File: src/rtl/cntry_car_detector.sv
// Country-road vehicle detector: synchronises, debounces and queues loop arrivals,
// retires them on GREEN, and drives car_on_cntry. Optional stuck-loop monitor: STUCK_DETECT_EN.
module cntry_car_detector #(
    parameter int unsigned DEBOUNCE_CYCLES = 3,
    parameter int unsigned CNT_W           = 4,
    parameter int unsigned DEPART_CYCLES   = 2,
    parameter int unsigned STUCK_CYCLES    = 64
) (
    input  logic             clock,
    input  logic             clear_n,
    input  logic             loop_raw,
    input  logic [1:0]       cntry_sig,
    output logic             car_on_cntry,
    output logic [CNT_W-1:0] queue_count,
    output logic [1:0]       det_state,
    output logic             overflow,
    output logic             stuck_fault
);

    typedef enum logic [1:0] {
        IDLE    = 2'd0,
        WAITING = 2'd1,
        SERVING = 2'd2
    } state_e;

    localparam logic [1:0]       SIG_GREEN = 2'd2;
    localparam logic [3:0]       DB_LAST   = 4'(DEBOUNCE_CYCLES - 1);
    localparam logic [7:0]       DEP_LAST  = 8'(DEPART_CYCLES - 1);
    localparam logic [CNT_W-1:0] CNT_MAX   = '1;

    logic             s1_q, s2_q;
    logic             filt_q, filt_d, filt_dly_q;
    logic [3:0]       db_cnt_q, db_cnt_d;
    logic [7:0]       dep_cnt_q, dep_cnt_d;
    logic [CNT_W-1:0] cnt_q, cnt_d;
    logic             ovf_q, ovf_d;
    state_e           state_q, state_d;
    logic             green, arrive, depart, arrive_ok, queue_busy;

    always_ff @(posedge clock or negedge clear_n) begin
        if (!clear_n) begin
            s1_q       <= 1'b0;
            s2_q       <= 1'b0;
            filt_q     <= 1'b0;
            filt_dly_q <= 1'b0;
            db_cnt_q   <= '0;
            dep_cnt_q  <= '0;
            cnt_q      <= '0;
            ovf_q      <= 1'b0;
        end else begin
            s1_q       <= loop_raw;
            s2_q       <= s1_q;
            filt_q     <= filt_d;
            filt_dly_q <= filt_q;
            db_cnt_q   <= db_cnt_d;
            dep_cnt_q  <= dep_cnt_d;
            cnt_q      <= cnt_d;
            ovf_q      <= ovf_d;
        end
    end

    // Filtered level flips only after DEBOUNCE_CYCLES consecutive disagreeing samples.
    always_comb begin
        filt_d   = filt_q;
        db_cnt_d = '0;
        if (s2_q != filt_q) begin
            if (db_cnt_q == DB_LAST) begin
                filt_d = ~filt_q;
            end else begin
                db_cnt_d = db_cnt_q + 4'd1;
            end
        end
    end

    assign green      = (cntry_sig == SIG_GREEN);
    assign queue_busy = (cnt_q != '0);
    assign arrive     = filt_q & ~filt_dly_q & arrive_ok;
    assign depart     = green & queue_busy & (dep_cnt_q == DEP_LAST);

    always_comb begin
        dep_cnt_d = '0;
        if (green && queue_busy && !depart) begin
            dep_cnt_d = dep_cnt_q + 8'd1;
        end
    end

    always_comb begin
        cnt_d = cnt_q;
        ovf_d = ovf_q;
        if (arrive && !depart) begin
            if (cnt_q == CNT_MAX) begin
                ovf_d = 1'b1;
            end else begin
                cnt_d = cnt_q + 1'b1;
            end
        end else if (depart && !arrive) begin
            cnt_d = cnt_q - 1'b1;
        end
    end

    always_ff @(posedge clock or negedge clear_n) begin
        if (!clear_n) begin
            state_q <= IDLE;
        end else begin
            state_q <= state_d;
        end
    end

    // Transitions look at the count being written this cycle, not the current one.
    always_comb begin
        state_d = state_q;
        if (cnt_d == '0) begin
            state_d = IDLE;
        end else if (green) begin
            state_d = SERVING;
        end else begin
            state_d = WAITING;
        end
    end

    always_comb begin
        det_state = state_q;
    end

    assign queue_count = cnt_q;
    assign overflow    = ovf_q;

`ifdef STUCK_DETECT_EN
    localparam int unsigned       SC_W     = $clog2(STUCK_CYCLES + 1);
    localparam logic [SC_W-1:0]   SC_LIMIT = SC_W'(STUCK_CYCLES);

    logic [SC_W-1:0] sc_cnt_q, sc_cnt_d;
    logic            stuck_q, stuck_d;

    always_comb begin
        sc_cnt_d = '0;
        stuck_d  = 1'b0;
        if (filt_q) begin
            sc_cnt_d = (sc_cnt_q == SC_LIMIT) ? sc_cnt_q : sc_cnt_q + 1'b1;
            stuck_d  = (sc_cnt_d == SC_LIMIT);
        end
    end

    always_ff @(posedge clock or negedge clear_n) begin
        if (!clear_n) begin
            sc_cnt_q <= '0;
            stuck_q  <= 1'b0;
        end else begin
            sc_cnt_q <= sc_cnt_d;
            stuck_q  <= stuck_d;
        end
    end

    // Gated by filt so the flag drops in the same cycle the loop releases.
    assign stuck_fault  = stuck_q & filt_q;
    assign arrive_ok    = ~stuck_fault;
    assign car_on_cntry = queue_busy | stuck_fault;
`else
    assign stuck_fault  = 1'b0;
    assign arrive_ok    = 1'b1;
    assign car_on_cntry = queue_busy;
`endif

endmodule

File: config.mk
export PLATFORM = sky130hd
export DESIGN_NAME = cntry_car_detector
export DESIGN_NICKNAME = d
export VERILOG_FILES = /design/src/rtl/cntry_car_detector.sv
export SDC_FILE = /design/constraint.sdc
export NUM_CORES = 1
export LEC_CHECK = 0
export ABC_CLOCK_PERIOD_IN_PS = 2800
export BUFFER_PORTS_ARGS = -buffer_cell sky130_fd_sc_hd__buf_4
export CORE_MARGIN = 5
export CORE_UTILIZATION = 56
export CTS_CLUSTER_DIAMETER = 60
export CTS_CLUSTER_SIZE = 25
export DETAILED_ROUTE_END_ITERATION = 7
export GPL_ROUTABILITY_DRIVEN = 0
export GPL_TIMING_DRIVEN = 0
export HOLD_SLACK_MARGIN = 0.15
export PLACE_DENSITY_LB_ADDON = 0.2
export REMOVE_ABC_BUFFERS = 1
export SLEW_MARGIN = 20
export SYNTH_ARGS = -nofsm -noshare
export SYNTH_HDL_FRONTEND = slang
export SYNTH_SLANG_ARGS = --single-unit
File: constraint.sdc
create_clock -name clock -period 2.8 [get_ports clock]
set_input_delay 0.56 -clock clock [delete_from_list [all_inputs] [get_ports clock]]
set_output_delay 0.56 -clock clock [all_outputs]
set_load 0.05 [all_outputs]
== Word-level counts from Yosys, hierarchy flattened ==
Index checks and enable logic that the tools add are counted.

* Register bits after elaboration: 23
* Output and inout port bits: 9
* Word-level logic and storage cells: 41
* Bits of input ports: 5

* Equal/unequal tests: 5
* Reduce and logical (&&, ||, !) cells: 10
* Mux-type cells: 8
* Bitwise logic cells: 5
* Add/sub/neg operators: 4

{| class="wikitable"
|+ Operators by type and width
! operator !! count
|-
| 2-to-1 mux 4 bit || 5
|-
| adder 4 x 1 -> 4 bit, second input constant || 2
|-
| adder 8 x 1 -> 8 bit, second input constant || 1
|-
| == test 8 x 1 -> 1 bit, second input constant || 1
|-
| 2-to-1 mux 8 bit || 1
|-
| == test 4 x 2 -> 1 bit, second input constant || 1
|-
| == test 4 bit, second input constant || 1
|-
| logical AND 1 bit || 4
|-
| zero test 4 bit || 1
|-
| 2-to-1 mux 2 bit || 2
|-
| AND reduction 2 bit || 2
|-
| nonzero test 4 bit || 1
|-
| subtractor 4 x 1 -> 4 bit, second input constant || 1
|-
| AND 1 bit || 3
|-
| == test 2 bit, second input constant || 1
|-
| zero test 1 bit || 2
|-
| inverter 1 bit || 2
|-
| inequality test 1 bit || 1
|}

== Depth between registers and ports, before layout ==
Gate-level depths: netlist of run 1.

* Depth in word-level cells: 8
* Depth in mapped cells: 8
* Depth with buffers taken out: 7

== Worst setup path before layout of run 1 ==
Ideal clock, no wire load.

* Path kind: register -> register
* From: register cnt_q[0] (netlist: queue_count[0])
* To: register state_q[1] (netlist: det_state[1])
* Data arrival time: 2.393 ns
* Stages on the path, launching flop included: 8
* Slack: 0.311 ns
* Data required time: 2.704 ns
* Buffers on the path: 0
* Period minus slack after synthesis: 2.489 ns
* Setup time: 0.096 ns
* Path through: dfrtp_1 -> inv_1 -> ha_1 -> or3b_4 -> nand4_2 -> mux2_1 -> mux2_4 -> a311oi_2

* Cells in the longest elaborated chain, start to end: 8
* Elaborated cells between the ends (all ways): 14
* Classes of those cells: add/sub: 2; eq/ne: 1; mux: 4; bitwise: 2; reduce/logical: 5

{| class="wikitable"
|+ RTL lines
! element !! RTL line !! RTL
|-
| start: declaration || 35 || <nowiki>logic [CNT_W-1:0] cnt_q, cnt_d;</nowiki>
|-
| start signal: assignment || 57 || <nowiki>cnt_q <= cnt_d;</nowiki>
|-
| nonzero test 4 bit * || 76 || <nowiki>assign queue_busy = (cnt_q != '0);</nowiki>
|-
| net car_on_cntry || 13 || <nowiki>output logic car_on_cntry,</nowiki>
|-
| AND 1 bit * (2 in a row) || 78 || <nowiki>assign depart = green & queue_busy & (dep_cnt_q == DEP_LAST);</nowiki>
|-
| logical AND 1 bit / zero test 1 bit (equally long branches) || 96, 90 ||
|-
| 2-to-1 mux 4 bit / logical AND 1 bit (equally long branches) || 96, 90 ||
|-
| 2-to-1 mux 4 bit * || 90 || <nowiki>if (arrive && !depart) begin</nowiki>
|-
| zero test 4 bit * || 112 || <nowiki>if (cnt_d == '0) begin</nowiki>
|-
| 2-to-1 mux 2 bit * || 112 ||
|-
| net state_d[1] || 37 || <nowiki>state_e state_q, state_d;</nowiki>
|-
| end signal: assignment || 105 || <nowiki>state_q <= state_d;</nowiki>
|-
| end: declaration || 37 ||
|}

The timed path passes the listed nets; every way through them passes the cells marked *.
A chain may end at the register's enable or synchronous reset.

== Worst setup path after layout of run 1 ==
* From: register cnt_q[0] (netlist: queue_count[0])
* To: register state_q[1] (netlist: det_state[1])

* Cells in the longest elaborated chain, start to end: 8
* Elaborated cells between the ends (all ways): 14
* Classes of those cells: add/sub: 2; eq/ne: 1; mux: 4; bitwise: 2; reduce/logical: 5

{| class="wikitable"
|+ RTL lines
! element !! RTL line
|-
| nonzero test 4 bit || 76
|-
| AND 1 bit (2 in a row) || 78
|-
| logical AND 1 bit / zero test 1 bit (equally long branches) || 96, 90
|-
| 2-to-1 mux 4 bit / logical AND 1 bit (equally long branches) || 96, 90
|-
| 2-to-1 mux 4 bit * || 90
|-
| zero test 4 bit * || 112
|-
| 2-to-1 mux 2 bit * || 112
|-
| net state_d[1] || 37
|}

Marks and branches as above.

==> results of run 1 <==
## flip-flops by register name, summed over array words and instances (netlist names)
register,count
det_state,2
filt_dly_q,1
dep_cnt_q,8
db_cnt_q,4
s1_q,1
overflow,1
s2_q,1
queue_count,4
filt_q,1
## report_power, final
group          internal (W)  switching (W)
logic              0.000221       0.000367
clock network     0.0000535       0.000105
registers          0.000407      0.0000839
## cell usage after synthesis
cell type | number | area (um^2)
and2b_1 | 1 | 7.510
or3_1 | 1 | 6.260
buf_4 | 1 | 7.510
nand2b_1 | 1 | 6.260
nor2_1 | 15 | 56.30
and4b_1 | 1 | 10.01
nor4b_4 | 1 | 23.77
xor2_1 | 6 | 52.55
buf_6 | 1 | 11.26
a311oi_2 | 1 | 15.01
a31oi_1 | 1 | 6.260
a21o_1 | 1 | 7.510
mux2_2 | 2 | 22.52
o22ai_1 | 1 | 6.260
and3_1 | 2 | 12.51
o2bb2ai_1 | 1 | 8.760
dfrtp_1 | 23 | 575.6
nand2_1 | 6 | 22.52
conb_1 | 1 | 3.750
o211ai_1 | 2 | 15.01
mux2i_1 | 1 | 10.01
o21ai_0 | 2 | 10.01
inv_1 | 7 | 26.28
nand4_2 | 1 | 12.51
or3b_4 | 1 | 11.26
mux2_1 | 1 | 11.26
ha_1 | 6 | 75.07
and2_1 | 1 | 6.260
a21oi_1 | 2 | 10.01
nor4_1 | 1 | 6.260
nand4b_1 | 1 | 8.760
mux2_4 | 1 | 15.01
xnor2_1 | 4 | 35.03
a211o_1 | 1 | 8.760
nand3_1 | 6 | 30.03
nor3_1 | 3 | 15.01
a21o_2 | 1 | 8.760
or2_2 | 2 | 12.51
nor2b_1 | 1 | 6.260
## worst register-to-register path: stages (launching register included)
cell and delay [ps]:
dfrtp_1 450, inv_1 170, ha_1 220, or3b_4 410, nand4_2 220, mux2_1 360
mux2_4 280, a311oi_2 230
## per-stage QoR
step                      area, um^2  hold WS (ps)    util
after detailed placement        1301         343.6  0.6500
after floorplan                 1177         264.4       -
after global placement          1301         339.6  0.6500
final                           1339         338.8  0.6688
after CTS                       1339         333.8  0.6688
after global routing            1339         325.0  0.6688
## cell type report
cell class                 instances  area [um^2]  share of cell area
inverter                           7        26.28             0.01963
multi-input combinational         80        575.6              0.4299
sequential                        23        575.6              0.4299
clock inverter                     1        5.005            0.003738
tap                               27        33.78             0.02523
timing repair buffer              13        100.1             0.07477
clock buffer                       3        22.52             0.01682
## kinds of logic (layout without fill, tap and decap cells)
family,count (synthesis),in the layout,share of synthesized area
compound gates,13,13,0.08055
xor+xnor,10,10,0.07322
fa+ha+maj,6,6,0.06276
buf+inv,9,24,0.03766
flops,23,23,0.4812
mux,5,5,0.04916
other cells,1,1,0.003135
simple gates,45,45,0.2123
## per-layer routing
metal	GRT usage	vias to the layer above	wire length (um)
met4	0.06102	0	40
li1	-	413	-
met1	0.1784	392	916
met2	0.2237	16	908
met3	0.03016	5	74
met5	0	-	0
## what timing repair did
action | 4_1_cts | 5_1_grt
hold buffers | 1 | 0
hold endpoints to repair | 23 | 0
buffers inserted | 0 | 0
## worst paths after layout
kind,start,end,slack (ps),cells past startpoint
setup / recovery,queue_count[0],det_state[1],380,7
hold / removal,loop_raw,s1_q,340,1
setup reg to reg,queue_count[0],det_state[1],380,7
hold reg to reg,s1_q,s2_q,370,0
max in group asynchronous,clear_n,db_cnt_q[3],1920,2
min in group asynchronous,clear_n,overflow,660,2
==> key figures, run 1 <==
Outcome
  • Outcome: complete, no violations

Yosys
  • Yosys warnings: 0
  • Synthesized cell area: 0.001196 mm^2
  • Synth unique cells: 39
  • Post-Syn Instances: 112
  • Synthesized area per cell: 10.68 um^2
  • Number of synthesized register bits: 23
  • Register area share after synthesis: 0.4812

Placement
  • Final HPWL DP: 1423 um
  • IO Port Bufs: 12
  • DP Cell Count: 149
  • Pre-CTS WS: 419.8 ps

Setup path
  • CP endpoint kind: register
  • Biggest cell delay along the critical path: 450 ps
  • CP max stage cell: dfrtp_1
  • Kind of critical path: reg2reg
  • Critical path cell sequence: inv_1 > ha_1 > or3b_4 > nand4_2 > mux2_1 > mux2_4 > a311oi_2
  • Crit Path Max Fanout: 12
  • Data arrival time of the critical path: 2650 ps
  • Critical path buffers and inverters: 1
  • Worst EP required: 3040 ps
  • Startpoint Class: register
  • Top Family by Delay on Critical Path: simple AND/OR/NAND/NOR gates

Global route
  • Total gr overflow: 0
  • Antenna violations before repair: 0
  • Largest net degree at the start of global routing: 24
  • Number of global-route vias before repair: 781
  • First-pass GRT wire length: 3498 um
  • Total GRT Usage: 0.1390

Clock tree
  • Clk sinks: 23
  • TritonCTS clock tree: yes
  • Clock latency on the worst-skew pair: 310 ps
  • Cts bufs inserted: 3
  • H-tree depth: 1
  • Post_cts resized: 0
  • Clock root cell: clkbuf_4
  • CTS clk-pin slew, worst paths: 130 ps
  • Clock Path Buffers: 2

Drt
  • Routed Wire Length: 1940 um
  • DRT iter0 DRCs: 20
  • Routed len/inst: 12.60 um
  • DRC: 0
  • Vias per inst: 5.364
  • Antenna viol nets, final: 0
  • TritonRoute pass-1 iters: 4
  • Via count: 826

Pwr
  • Total power of the final layout: 0.001236 W
  • Power density over cell area: 923.4 mW/mm^2
  • VDD IR max: 0.7113 mV
  • LEAKAGE: 0.6268 nW

Floorplan
  • # rows: 16
  • DIE AREA: 0.003160 mm^2
  • Ports: 14
  • Die height: 56.22 um
  • Core ar.: 0.002002 mm^2
  • Starting Density: 0.5975
  • Die X: 56.22 um

Cells and area
  • # fillers: 176
  • Nets: 139
  • Commonest cells after routing, fill and taps aside: dfrtp_1, nor2_1, buf_4, inv_1
  • Synth-to-Final Area Change: 11.92%
  • Share of cells above drive strength 1: 0.2047
  • Commonest non-fill, non-tap cell in the layout: dfrtp_1
  • Ant. Diodes: 0
  • Post-Layout Cell Count: 154

STA
  • Final slew viol count: 0
  • Endpoints failing setup: 0
  • F_max: 0.4136 GHz
  • Hold Vio Cnt, Final: 0
  • RSZ-0062 raised after global routing: no
  • Tcrit/Tclk final: 0.8635
  • Setup WS post-layout: 382.1 ps
  • Setup TNS: 0 ps
  • Max Clock Skew: 2.599 ps
  • Tmin final: 2418 ps

Hold path
  • Hold Path Class: in2reg

Run
  • Max-cap violations: 0
Note: power is estimated with default switching activity, not from simulation.
==> run 2: changes to the inputs <==
- ABC_CLOCK_PERIOD_IN_PS: 2800 -> 2000
- CORE_ASPECT_RATIO: unset -> 0.6
- CORE_UTILIZATION: 56 -> 53
- CTS_BUF_LIST: unset -> sky130_fd_sc_hd__clkbuf_8
- clock period: 2.8 -> 2 ns (I/O delays scaled with it)
==> key figures, run 2 (same netlist as run 1, synthesis figures left out) <==
Outcome
  • Outcome: complete, but fails checks
  • Violated checks: setup timing

STA
  • Endpoints failing setup: 2 (+2)
  • F_max: 0.4937 GHz (+19%)
  • Tmin final: 2025 ps (-392.5 ps)
  • Tcrit/Tclk final: 1.013 (+0.1492)
  • Final hold slack: 247.6 ps (-91.14 ps)
  • Final slew viol count: 0 (unchanged)
  • Setup WS post-layout: -25.42 ps (-407.5 ps)
  • RSZ-0062 raised after global routing: yes
  • Hold Vio Cnt, Final: 0 (unchanged)
  • Max Clock Skew: 11.67 ps (+9.071 ps)

Cells and area
  • Largest Register: dep_cnt_q
  • Ant. Diodes: 0 (unchanged)
  • Commonest cells after routing, fill and taps aside: dfrtp_1, buf_4, nor2_1
  • Max reg flops: 8 (unchanged)
  • Synth-to-Final Area Change: 25.21%
  • Share of cells above drive strength 1: 0.3094 (+0.1046)
  • Nets: 151 (+8.6%)
  • Commonest non-fill, non-tap cell in the layout: dfrtp_1

Setup path
  • Worst EP required: 2130 ps (-910 ps)
  • Crit Path Max Fanout: 4 (-8)
  • Worst r2r src: dep_cnt_q[1]
  • CP endpoint kind: register
  • Kind of critical path: reg2reg
  • Startpoint Class: register
  • Data arrival time of the critical path: 2160 ps (-490 ps)
  • Critical Path Start: dep_cnt_q[1]

Clock tree
  • Clock latency on the worst-skew pair: 260 ps (-50 ps)
  • Cts bufs inserted: 3 (unchanged)
  • H-tree depth: 1 (unchanged)
  • Clock root cell: clkbuf_8
  • Clock Path Buffers: 2 (unchanged)
  • TritonCTS clock tree: yes
  • CTS clk-pin slew, worst paths: 80 ps (-50 ps)
  • Clk sinks: 23 (unchanged)

Drt
  • Via count: 910 (+10%)
  • DRT iter0 DRCs: 34 (+70%)
  • Antenna viol nets, final: 0 (unchanged)
  • Vias per inst: 5.385 (+0.39%)
  • DRC: 0 (unchanged)
  • Routed Wire Length: 2402 um (+24%)
  • Routed len/inst: 14.21 um (+13%)
  • TritonRoute pass-1 iters: 4 (unchanged)

Global route
  • First-pass GRT wire length: 3939 um (+13%)
  • Total gr overflow: 0 (unchanged)
  • Total GRT Usage: 0.1554 (+0.01640)
  • Antenna violations before repair: 0 (unchanged)
  • Largest net degree at the start of global routing: 24 (unchanged)
  • Number of global-route vias before repair: 875 (+12%)

Pwr
  • VDD IR max: 0.6679 mV (-6.1%)
  • LEAKAGE: 0.7043 nW (+12%)
  • Power density over cell area: 1345 mW/mm^2 (+46%)
  • Total power of the final layout: 0.002014 W (+63%)

Placement
  • IO Port Bufs: 12 (unchanged)
  • Final HPWL DP: 1614 um (+13%)

Floorplan
  • DIE AREA: 0.003338 mm^2 (+5.6%)
  • Ports: 14 (unchanged)
  • # rows: 13 (-3)
  • Die height: 46.80 um (-17%)
  • Core ar.: 0.002163 mm^2 (+8.1%)
  • Starting Density: 0.5529 (-0.04458)
  • Die X: 71.33 um (+27%)

Hold path
  • Hold Crit Start: loop_raw
  • Hold Path Class: in2reg

Run
  • Max-cap violations: 0 (unchanged)
run 2: changes by cell type in the layout (fill, tap and decap cells not counted), sizes merged:
cell | before | now
buf | 12 | 24
clkinv | 1 | 0
inv | 7 | 8
run 2: critical path: stages, from the launching register on:
cell and delay [ps]:
dfrtp_1 410, inv_1 70, ha_2 170, nor4b_4 270
nand4_4 190, buf_4 180, a211o_1 270, o211ai_1 100
buf_4 160, a31oi_1 80
run 2: path summary, 6_finish.rpt:
check | cells after the start | slack (ps) | endpoint
max | 9 | -30 | det_state[0]
min | 1 | 250 | s1_q
max reg2reg | 9 | -30 | det_state[0]
min reg2reg | 0 | 360 | s2_q
max in group asynchronous | 2 | 1200 | queue_count[1]
min in group asynchronous | 2 | 550 | db_cnt_q[2]
run 2: where the power goes:
group	switching, W	internal [W]	total, W
Combinational	0.000617	0.000442	0.00106
Sequential	0.000104	0.000573	0.000677
Clock	0.000141	0.000137	0.000278
run 2: cell type report:
cell class | count | area, um^2
Sequential cell | 23 | 576.8
Clock inverter | 1 | 3.754
Multi-Input combinational cell | 80 | 606.8
Clock buffer | 3 | 41.29
Timing Repair Buffer | 25 | 205.2
Inverter | 7 | 26.28
Fill cell | 165 | 665.6
Tap cell | 30 | 37.54
run 2: routing by layer:
metal / part of all wire / GRT usage / wire, um
met1: 0.46 / 0.2059 / 1113
met2: 0.45 / 0.2518 / 1081
met3: 0.076 / 0.05556 / 182
met4: 0.010 / 0.03371 / 25
met5: 0 / 0 / 0
run 2: per-stage QoR:
| stage | utilization | cell area, um^2 | setup slack, ps | std cells | setup TNS [ps] |
|---|---|---|---|---|---|
| 2_1_floorplan | - | 1177 | -634.0 | 110 | -2379 |
| 3_3_place_gp | 0.6032 | 1305 | -373.1 | 152 | -892.3 |
| 3_5_place_dp | 0.6032 | 1305 | -394.3 | 152 | -1114 |
| 4_1_cts | 0.6721 | 1454 | -65.36 | 165 | -129.2 |
| 5_1_grt | 0.6923 | 1498 | -77.61 | 169 | -149.9 |
| 6_report | 0.6923 | 1498 | -25.42 | 169 | -47.54 |
run 2: repair_timing:
| action | in CTS | in global routing |
|---|---|---|
| hold buffers | 1 | 0 |
| buffers inserted | 8 | 4 |
| pin swaps | 4 | 6 |
| resized for setup | 9 | 4 |
| endpoints found under the setup margin | 6 | 4 |
| hold endpoints to repair | 23 | 0 |
